[config.mk]
export PLATFORM = sky130hd
export DESIGN_NAME = param_counter
export DESIGN_NICKNAME = d
export VERILOG_FILES = /design/src/rtl/param_counter.sv
export SDC_FILE = /design/constraint.sdc
export NUM_CORES = 1
export LEC_CHECK = 0
export ABC_AREA = 1
export CAP_MARGIN = 10
export CORE_UTILIZATION = 46
export CTS_CLUSTER_DIAMETER = 60
export DETAILED_ROUTE_END_ITERATION = 8
export GPL_TIMING_DRIVEN = 1
export HOLD_SLACK_MARGIN = 0.08
export PLACE_DENSITY = 0.77
export SYNTH_ARGS = -nofsm -noshare
export SYNTH_HDL_FRONTEND = slang
export SYNTH_SLANG_ARGS = --single-unit
[constraint.sdc]
create_clock -name clk -period 1.89 [get_ports clk]
set_clock_uncertainty 0.05 [all_clocks]
set_input_delay 0.567 -clock clk [delete_from_list [all_inputs] [get_ports clk]]
set_output_delay 0.567 -clock clk [all_outputs]
set_load 0.01 [all_outputs]
[src/rtl/param_counter.sv]
// param_counter
//
// Purpose:
//   Modulo-MODULUS up/down counter with a clock prescaler, wrap or saturate
//   behaviour at the limits, synchronous clear and load, and registered
//   step (tick) and terminal-count (tc) pulses.
//
// Parameters:
//   WIDTH     width of count_o and load_val_i
//   MODULUS   number of count states, count_o runs 0..MODULUS-1
//   PRESCALE  clk cycles (while enabled) per count step
//
// Ports:
//   clk         input   1      rising-edge clock
//   rst         input   1      asynchronous active-low reset
//   en_i        input   1      enables the prescaler and counting
//   up_i        input   1      1 = count up, 0 = count down
//   sat_i       input   1      0 = wrap at the limits, 1 = saturate
//   clr_i       input   1      synchronous clear (highest priority)
//   load_i      input   1      synchronous load of load_val_i
//   load_val_i  input   WIDTH  value to load, clamped to MODULUS-1
//   count_o     output  WIDTH  registered count
//   tick_o      output  1      one-cycle pulse after each count step
//   tc_o        output  1      one-cycle pulse after a step taken from the limit
module param_counter #(
  parameter int WIDTH    = 6,
  parameter int MODULUS  = 10,
  parameter int PRESCALE = 1
) (
  input  logic             clk,
  input  logic             rst,
  input  logic             en_i,
  input  logic             up_i,
  input  logic             sat_i,
  input  logic             clr_i,
  input  logic             load_i,
  input  logic [WIDTH-1:0] load_val_i,
  output logic [WIDTH-1:0] count_o,
  output logic             tick_o,
  output logic             tc_o
);

  // Illegal parameter combinations stop elaboration outright.
  if (MODULUS < 2) begin : g_badModulusLow
    $fatal(1, "param_counter: MODULUS must be at least 2");
  end
  if (MODULUS > (2 ** WIDTH)) begin : g_badModulusHigh
    $fatal(1, "param_counter: MODULUS must not exceed 2**WIDTH");
  end
  if (PRESCALE < 1) begin : g_badPrescale
    $fatal(1, "param_counter: PRESCALE must be at least 1");
  end

  localparam int PW = $clog2(PRESCALE) + 1;

  localparam logic [WIDTH-1:0] CMAX  = WIDTH'(MODULUS - 1);
  localparam logic [WIDTH-1:0] CZERO = '0;
  localparam logic [WIDTH-1:0] CONE  = WIDTH'(1);
  localparam logic [PW-1:0]    PMAX  = PW'(PRESCALE - 1);
  localparam logic [PW-1:0]    PONE  = PW'(1);

  logic [WIDTH-1:0] r_count;
  logic [PW-1:0]    r_pre;
  logic             r_tick;
  logic             r_tc;

  logic             w_step;
  logic             w_atLimit;
  logic [WIDTH-1:0] w_next;
  logic [WIDTH-1:0] w_loadClamped;

  assign w_step = en_i && (r_pre == PMAX);

  // The limit depends on direction: top of range going up, zero going down.
  assign w_atLimit = up_i ? (r_count == CMAX) : (r_count == CZERO);

  // Next count on a step; never leaves 0..MODULUS-1 because the limit case
  // is handled explicitly instead of relying on binary overflow.
  always_comb begin
    w_next = r_count;
    if (up_i) begin
      if (w_atLimit) w_next = sat_i ? CMAX : CZERO;
      else           w_next = r_count + CONE;
    end else begin
      if (w_atLimit) w_next = sat_i ? CZERO : CMAX;
      else           w_next = r_count - CONE;
    end
  end

  assign w_loadClamped = (load_val_i > CMAX) ? CMAX : load_val_i;

  always_ff @(posedge clk or negedge rst) begin
    if (!rst) begin
      r_count <= '0;
      r_pre   <= '0;
      r_tick  <= 1'b0;
      r_tc    <= 1'b0;
    end else if (clr_i) begin
      r_count <= '0;
      r_pre   <= '0;
      r_tick  <= 1'b0;
      r_tc    <= 1'b0;
    end else if (load_i) begin
      r_count <= w_loadClamped;
      r_pre   <= '0;
      r_tick  <= 1'b0;
      r_tc    <= 1'b0;
    end else begin
      r_tick <= w_step;
      r_tc   <= w_step && w_atLimit;
      // Prescaler phase is frozen while disabled so a pause simply delays the step.
      if (en_i) begin
        r_pre <= w_step ? '0 : (r_pre + PONE);
      end
      if (w_step) begin
        r_count <= w_next;
      end
    end
  end

  assign count_o = r_count;
  assign tick_o  = r_tick;
  assign tc_o    = r_tc;

endmodule

==> results of run 1 <==
[synthesized netlist by cell type, drive strengths merged]
| cell | n | area share (%) |
|---|---|---|
| nand3 | 14 | 9.4 |
| nor2 | 11 | 6.9 |
| dfrtp | 9 | 30 |
| inv | 19 | 9.6 |
| buf | 1 | 1.5 |
| o22ai | 1 | 0.84 |
| nor3 | 2 | 1.3 |
| a21oi | 3 | 2.0 |
| xnor2 | 1 | 1.2 |
| nand2 | 36 | 20 |
| ha | 4 | 6.7 |
| o21ai | 7 | 4.7 |
| xor2 | 2 | 2.4 |
| nand4 | 3 | 2.5 |
| o31ai | 1 | 1.0 |
[through the flow]
step | area (sq um) | total power, mW | worst slack (ps) | hold WS (ps) | setup TNS, ps
finish | 1070 | 0.613 | 30.3 | 464 | 0
global route | 1070 | 0.658 | 2.85 | 502 | 0
CTS | 1060 | 0.618 | 12.3 | 471 | 0
detailed placement | 1030 | 0.458 | -87.8 | 461 | -200
global placement | 1030 | 0.453 | -38.0 | 442 | -44.5
floorplan | 743 | 0.353 | 352 | 221 | 0
[metal layers]
| metal | vias to the layer above | GRT usage [%] | routed length [um] | part of all wire (%) |
|---|---|---|---|---|
| li1 | 430 | - | - | - |
| met1 | 363 | 28.0 | 834 | 45 |
| met2 | 37 | 37.5 | 874 | 47 |
| met3 | 6 | 4.74 | 111 | 6.0 |
| met4 | 0 | 13.8 | 45 | 2.4 |
| met5 | - | 0 | 0 | 0 |
[worst paths after layout]
kind,startpoint,to,slack (ps),cells past startpoint
min reg2reg,r_pre$_DFFE_PN0P_,r_pre$_DFFE_PN0P_,460,2
max,count_o[2]$_DFFE_PN0P_,count_o[2],30,1
min in group asynchronous,rst,count_o[4]$_DFFE_PN0P_,570,1
min,r_pre$_DFFE_PN0P_,r_pre$_DFFE_PN0P_,460,2
max in group asynchronous,rst,count_o[2]$_DFFE_PN0P_,890,1
max reg2reg,count_o[1]$_DFFE_PN0P_,count_o[0]$_DFFE_PN0P_,240,13
[cell type report]
class / count / area, sq um / share of cell area, %
Tap cell: 16 / 20.0 / 1.87
Clock buffer: 4 / 26.3 / 2.46
Inverter: 19 / 71.3 / 6.67
Multi-Input combinational cell: 85 / 435 / 40.7
Timing Repair Buffer: 31 / 288 / 26.9
Sequential cell: 9 / 228 / 21.3
[placed cells by master, fill, tap and decap left out]
cell type and count:
ha_1 4, clkbuf_1 1, o31ai_1 1, nor2_2 1, dlymetal6s2s_1 2, o21ai_0 4, o21ai_1 3, dfrtp_2 2
inv_1 17, o22ai_1 1, nand4_1 3, nand3_1 14, xor2_1 2, clkbuf_4 3, clkdlybuf4s50_1 18, inv_2 2
nand2_1 32, nor2_1 9, buf_4 11, nor2_4 1, nand2_2 4, a21oi_1 3, nor3_1 2, xnor2_1 1
dfrtp_1 7
[sequential cells by signal, summed over array words and instances, names as in the netlist]
name and flops:
r_pre 1, tc_o 1, count_o 6, tick_o 1
[kinds of logic after synthesis]
| kind of cell | count (synthesis) | share of synthesized area [%] |
|---|---|---|
| flip-flops | 9 | 30.3 |
| AND/OR/NAND/NOR | 66 | 39.7 |
| XOR/XNOR | 3 | 3.54 |
| adder cells (fa/ha/maj) | 4 | 6.73 |
| AO/OA/AOI/OAI | 12 | 8.59 |
| buffers and inverters | 20 | 11.1 |
[power by group]
group | leakage [nW] | switching [mW] | internal [mW]
clock | 0.0150 | 0.0739 | 0.0814
sequential | 0.117 | 0.0138 | 0.205
combinational | 0.446 | 0.126 | 0.113
total | 0.579 | 0.213 | 0.399
[timing repair]
action                     CTS  global route
gates resized for setup      2             2
setup endpoints to repair    3             2
hold endpoints to repair     0             0
buffers inserted             1             0
hold buffers                 0             0
==> results summary, run 1 <==
The full die area is 1780 sq um. STA classifies the critical path endpoint as a primary output. The run finished with clean final reports.

The number of max-slew violations in the final report came out at 0. The worst-case headroom to the max-slew limit came out at 69.3%. The initial core utilization is 49.3%. The count of distinct cell types in the synthesized netlist is 20. The area of the mapped netlist is 743 sq um.

Across the VDD grid, the largest voltage drop is 0.300 mV. Setup repair after global routing left no endpoint under its margin. For this run, the total global-route usage over all layers was measured as 23.2%. The signal on the critical path passes through clkdlybuf4s50_1. The data arrival time of the critical path came out at 1240 ps. The number of input and output port buffers inserted is 20.

STA classifies the critical path startpoint as a flop. The number of fillers in the final layout came out at 139. The count of nets left with antenna violations once routing finished came out at 0.

The tree is rooted in a clkbuf_4. The weighted congestion reported at the end of routability-driven placement came out at 0.906. The number of register bits inferred by synthesis is 9.

The post-detailed-placement half-perimeter wirelength came out at 1520 um. At the pin with the least slew margin, the transition time is 459 ps. The count of non-filler cells in the finished layout came out at 164. The slowest cell on the critical path is clkdlybuf4s50_1. The layout overhead on the synthesized area came out at 43.8%. The proportion of synthesized chip area in sequential cells is 30.3%. The total I/O pin count is 21. The final wirelength came out at 1870 um.

The total nets after synthesis is 131. The initial antenna violation count is 0. The largest buffer count on any clock path is 2. The later-pin clock latency in the skew report came out at 260 ps. The final clock period utilization by the worst path is 98.4%. The buffers plus inverters on the worst setup path came out at 1.

For this run, the detailed router's first-pass iteration total came to 4. The core region is 1510 sq um. The post-route DRC violation count is 0. The number of instances in the synthesized netlist came out at 114. The number of H-tree levels is 1. The wire length per cell after detailed routing came out at 11.4 um. Using the TritonRoute via totals, the vias-per-cell ratio works out to 5.10. The final route contains 836 vias. The clock period minus final worst setup slack is 1860 ps.

The number of global-route vias before repair came out at 748. The average cell area after synthesis is 6.52 sq um. TritonCTS built the clock tree. The die outline width came out at 42.2 um. In this run, placement finished with an instance count of 159.

The global-route wire length before repair is 3120 um. The final count of hold timing violations is 0. The achievable frequency is 0.538 GHz. The CTS sink count came out at 9. The number of placement rows is 14. The leakage component of the power is 0.579 nW.

The classification of the worst-slack hold path is reg -> reg. At the worst endpoint, the required time is 1270 ps. The Yosys warning count is 0. The reported max-cap violation count is 0. The maximum number of pins on one net before global-route repair is 10. The fraction of final layout cells sized beyond drive strength 1 came out at 16.2%. Global routing finished with a remaining overflow of 0. The clock-pin slew on the worst setup and hold paths came out at 70 ps. The number of nets in the final layout is 166.

The initial detailed-routing violation count came out at 28. The clock buffer count from CTS came out at 3. For this run, the slowest stage of the critical path takes 550 ps. The peak fanout along the critical path is 7. 0 antenna diodes ended up in the layout.

The total power divided by cell area is 573 nW/um^2. Measured along the y axis, the die boundary spans 42.2 um. Setup violations remaining at the end of the flow were counted as 0. The worst setup path is of the reg -> out kind.

The gate family responsible for the most delay along the worst path is buffers and inverters. The core occupancy in the finished layout is 70.9%.
Power figures use the tool's default switching activity.
==> run 2, diff against run 1 <==
--- a/config.mk
+++ b/config.mk
@@ -13,6 +13,7 @@
 export GPL_TIMING_DRIVEN = 1
 export HOLD_SLACK_MARGIN = 0.08
 export PLACE_DENSITY = 0.77
+export SETUP_SLACK_MARGIN = 0.1
 export SYNTH_ARGS = -nofsm -noshare
 export SYNTH_HDL_FRONTEND = slang
 export SYNTH_SLANG_ARGS = --single-unit
==> results summary, run 2 (same netlist as run 1, synthesis figures left out) <==
The count of final setup violators came out at 0. The remaining antenna violation count after routing is 0. The number of global-route vias before repair is 750. The biggest cell delay along the critical path came out at 530 ps. The required time reported for the critical path endpoint is 1270 ps. The clock period minus final worst setup slack is 1740 ps. In this run, post-CTS hold repair placed 0 buffers. The gate family responsible for the most delay along the worst path is buffers and inverters. The final count of hold timing violations is 0. The fraction of final layout cells sized beyond drive strength 1 came out at 19.3%. The total power divided by cell area is 569 nW/um^2.

The total I/O pin count is 21. The congestion estimate from routability-driven global placement came to 0.906. The antenna diode instance count came out at 0. The worst-case headroom to the max-slew limit is 69.7%.

The worst setup path is launched from a flop. Setup repair after global routing could not meet its margin everywhere. The global-route wire length before repair is 3130 um. The slowest cell on the critical path is clkdlybuf4s50_1. The full die area is 1780 sq um. The wire length per cell after detailed routing came out at 11.3 um.

The critical path is of the reg -> out type. Along the worst hold path, the cell count comes to 2. The first-pass iteration count of the detailed router is 4. The number of max-slew violations in the final report is 0. The post-detailed-placement half-perimeter wirelength is 1520 um. Compared with the post-synthesis result, the final layout area differs by 47.1%. The maximum number of pins on one net before global-route repair is 10.

The clock-pin slew on the worst setup and hold paths is 60 ps. The die outline width came out at 42.2 um. During placement, the flow inserted port buffers numbering 20. The worst setup path is captured at a primary output. After detailed routing, the number of remaining DRC violations is 0. The initial antenna violation count is 0. The register-to-register setup slack came out at 240 ps. The register with the most flip-flops in the layout has 6 of them. The number of H-tree levels is 1. The worst register-to-register path ends at count_o[0]$_DFFE_PN0P_. VDD sags by at most 0.285 mV. Leaving out fill and tap cells, the most frequent cell in the layout is nand2_1. The height of the chip is 42.2 um. The total global routing overflow came out at 0.

The final clock period utilization by the worst path is 92.2%. The count of non-filler cells in the finished layout is 166. The achievable frequency came out at 0.574 GHz. After detailed placement, the design holds a cell count of 159. In the layout the commonest cells are 32 x nand2_1, 16 x inv_1, 15 x clkdlybuf4s50_1. The combined global-route utilization of all metal layers came out at 23.3%. The clock tree root buffer cell is clkbuf_4.

The core region is 1510 sq um. STA puts the critical path data arrival time at 1120 ps. The leakage component of the power is 0.614 nW. The peak fanout along the critical path is 2.

The CTS tree is built. The slew of the pin with the lowest slew margin came out at 452 ps. The CTS sink count came out at 9. Setup total negative slack on the finished layout was measured at 0 ps. The largest buffer count on any clock path came out at 2.

The number of vias per cell came out at 5.07. The final wirelength is 1880 um. Walking the worst path, the cells encountered are clkdlybuf4s50_1.

The sink of the worst hold path is r_pre$_DFFE_PN0P_. The classification of the worst-slack hold path is reg -> reg. The initialized floorplan defines 14 standard-cell rows. The worst hold path begins at r_pre$_DFFE_PN0P_. The cell depth of the worst flop-to-flop path came out at 14.

At the later pin of the worst-skew pair, clock insertion delay measures 270 ps. The startpoint identified for the worst register-to-register timing path is count_o[1]$_DFFE_PN0P_. The via total after detailed routing is 841. The buffers plus inverters on the worst setup path came out at 1. The reported max-cap violation count came out at 0. The run finished with clean final reports. The number of nets in the final layout is 168. For this configuration, the core starts out at a cell density of 49.3%. The initial detailed-routing violation count came out at 16. The number of clock buffers added by TritonCTS is 3.
## run 2: how the worst max path moves through the flow
stage | startpoint | to | slack, ps | cells past startpoint
after floorplan | count_o[0]$_DFFE_PN0P_ | count_o[3]$_DFFE_PN0P_ | 350 | 12
after global placement | up_i | count_o[0]$_DFFE_PN0P_ | -40 | 12
after detailed placement | up_i | count_o[0]$_DFFE_PN0P_ | -90 | 12
after CTS | count_o[5]$_DFFE_PN0P_ | count_o[5] | 20 | 1
after global routing | up_i | count_o[0]$_DFFE_PN0P_ | 70 | 12
final | count_o[1]$_DFFE_PN0P_ | count_o[1] | 150 | 1
## run 2: final cells by class
| class | instances | area (sq um) |
|---|---|---|
| clock buffers | 4 | 26.3 |
| fillers | 140 | 413 |
| inverters | 19 | 75.1 |
| multi-input cells | 85 | 442 |
| flip-flops and latches | 9 | 228 |
| well taps | 16 | 20.0 |
| repair buffers | 33 | 303 |
## run 2: timing repair
action | CTS | global route
buffers inserted | 3 | 0
resized for setup | 4 | 6
hold endpoints to repair | 0 | 0
endpoints found under the setup margin | 6 | 9
## run 2: per-layer routing
layer	vias up	wire, um	GRT usage (%)
li1	435	-	-
met1	377	898	28.3
met2	25	884	38.5
met3	4	63	4.31
met4	0	37	12.5
met5	-	0	0
## run 2: per-stage QoR
step	hold WS [ps]	instance area (sq um)	util, %	total power, mW	setup WS, ps
after global placement	442	1030	68.2	0.453	-38.0
final	462	1090	72.6	0.622	148
after floorplan	221	743	-	0.353	352
after global routing	502	1090	72.6	0.667	70.7
after CTS	471	1080	71.4	0.620	24.3
after detailed placement	461	1030	68.2	0.458	-87.8
## run 2: power breakdown
| group | switching (mW) | internal, mW | total, mW |
|---|---|---|---|
| sequential | 0.00896 | 0.205 | 0.214 |
| clock | 0.0757 | 0.0814 | 0.157 |
| combinational | 0.135 | 0.117 | 0.252 |
| total | 0.220 | 0.403 | 0.622 |
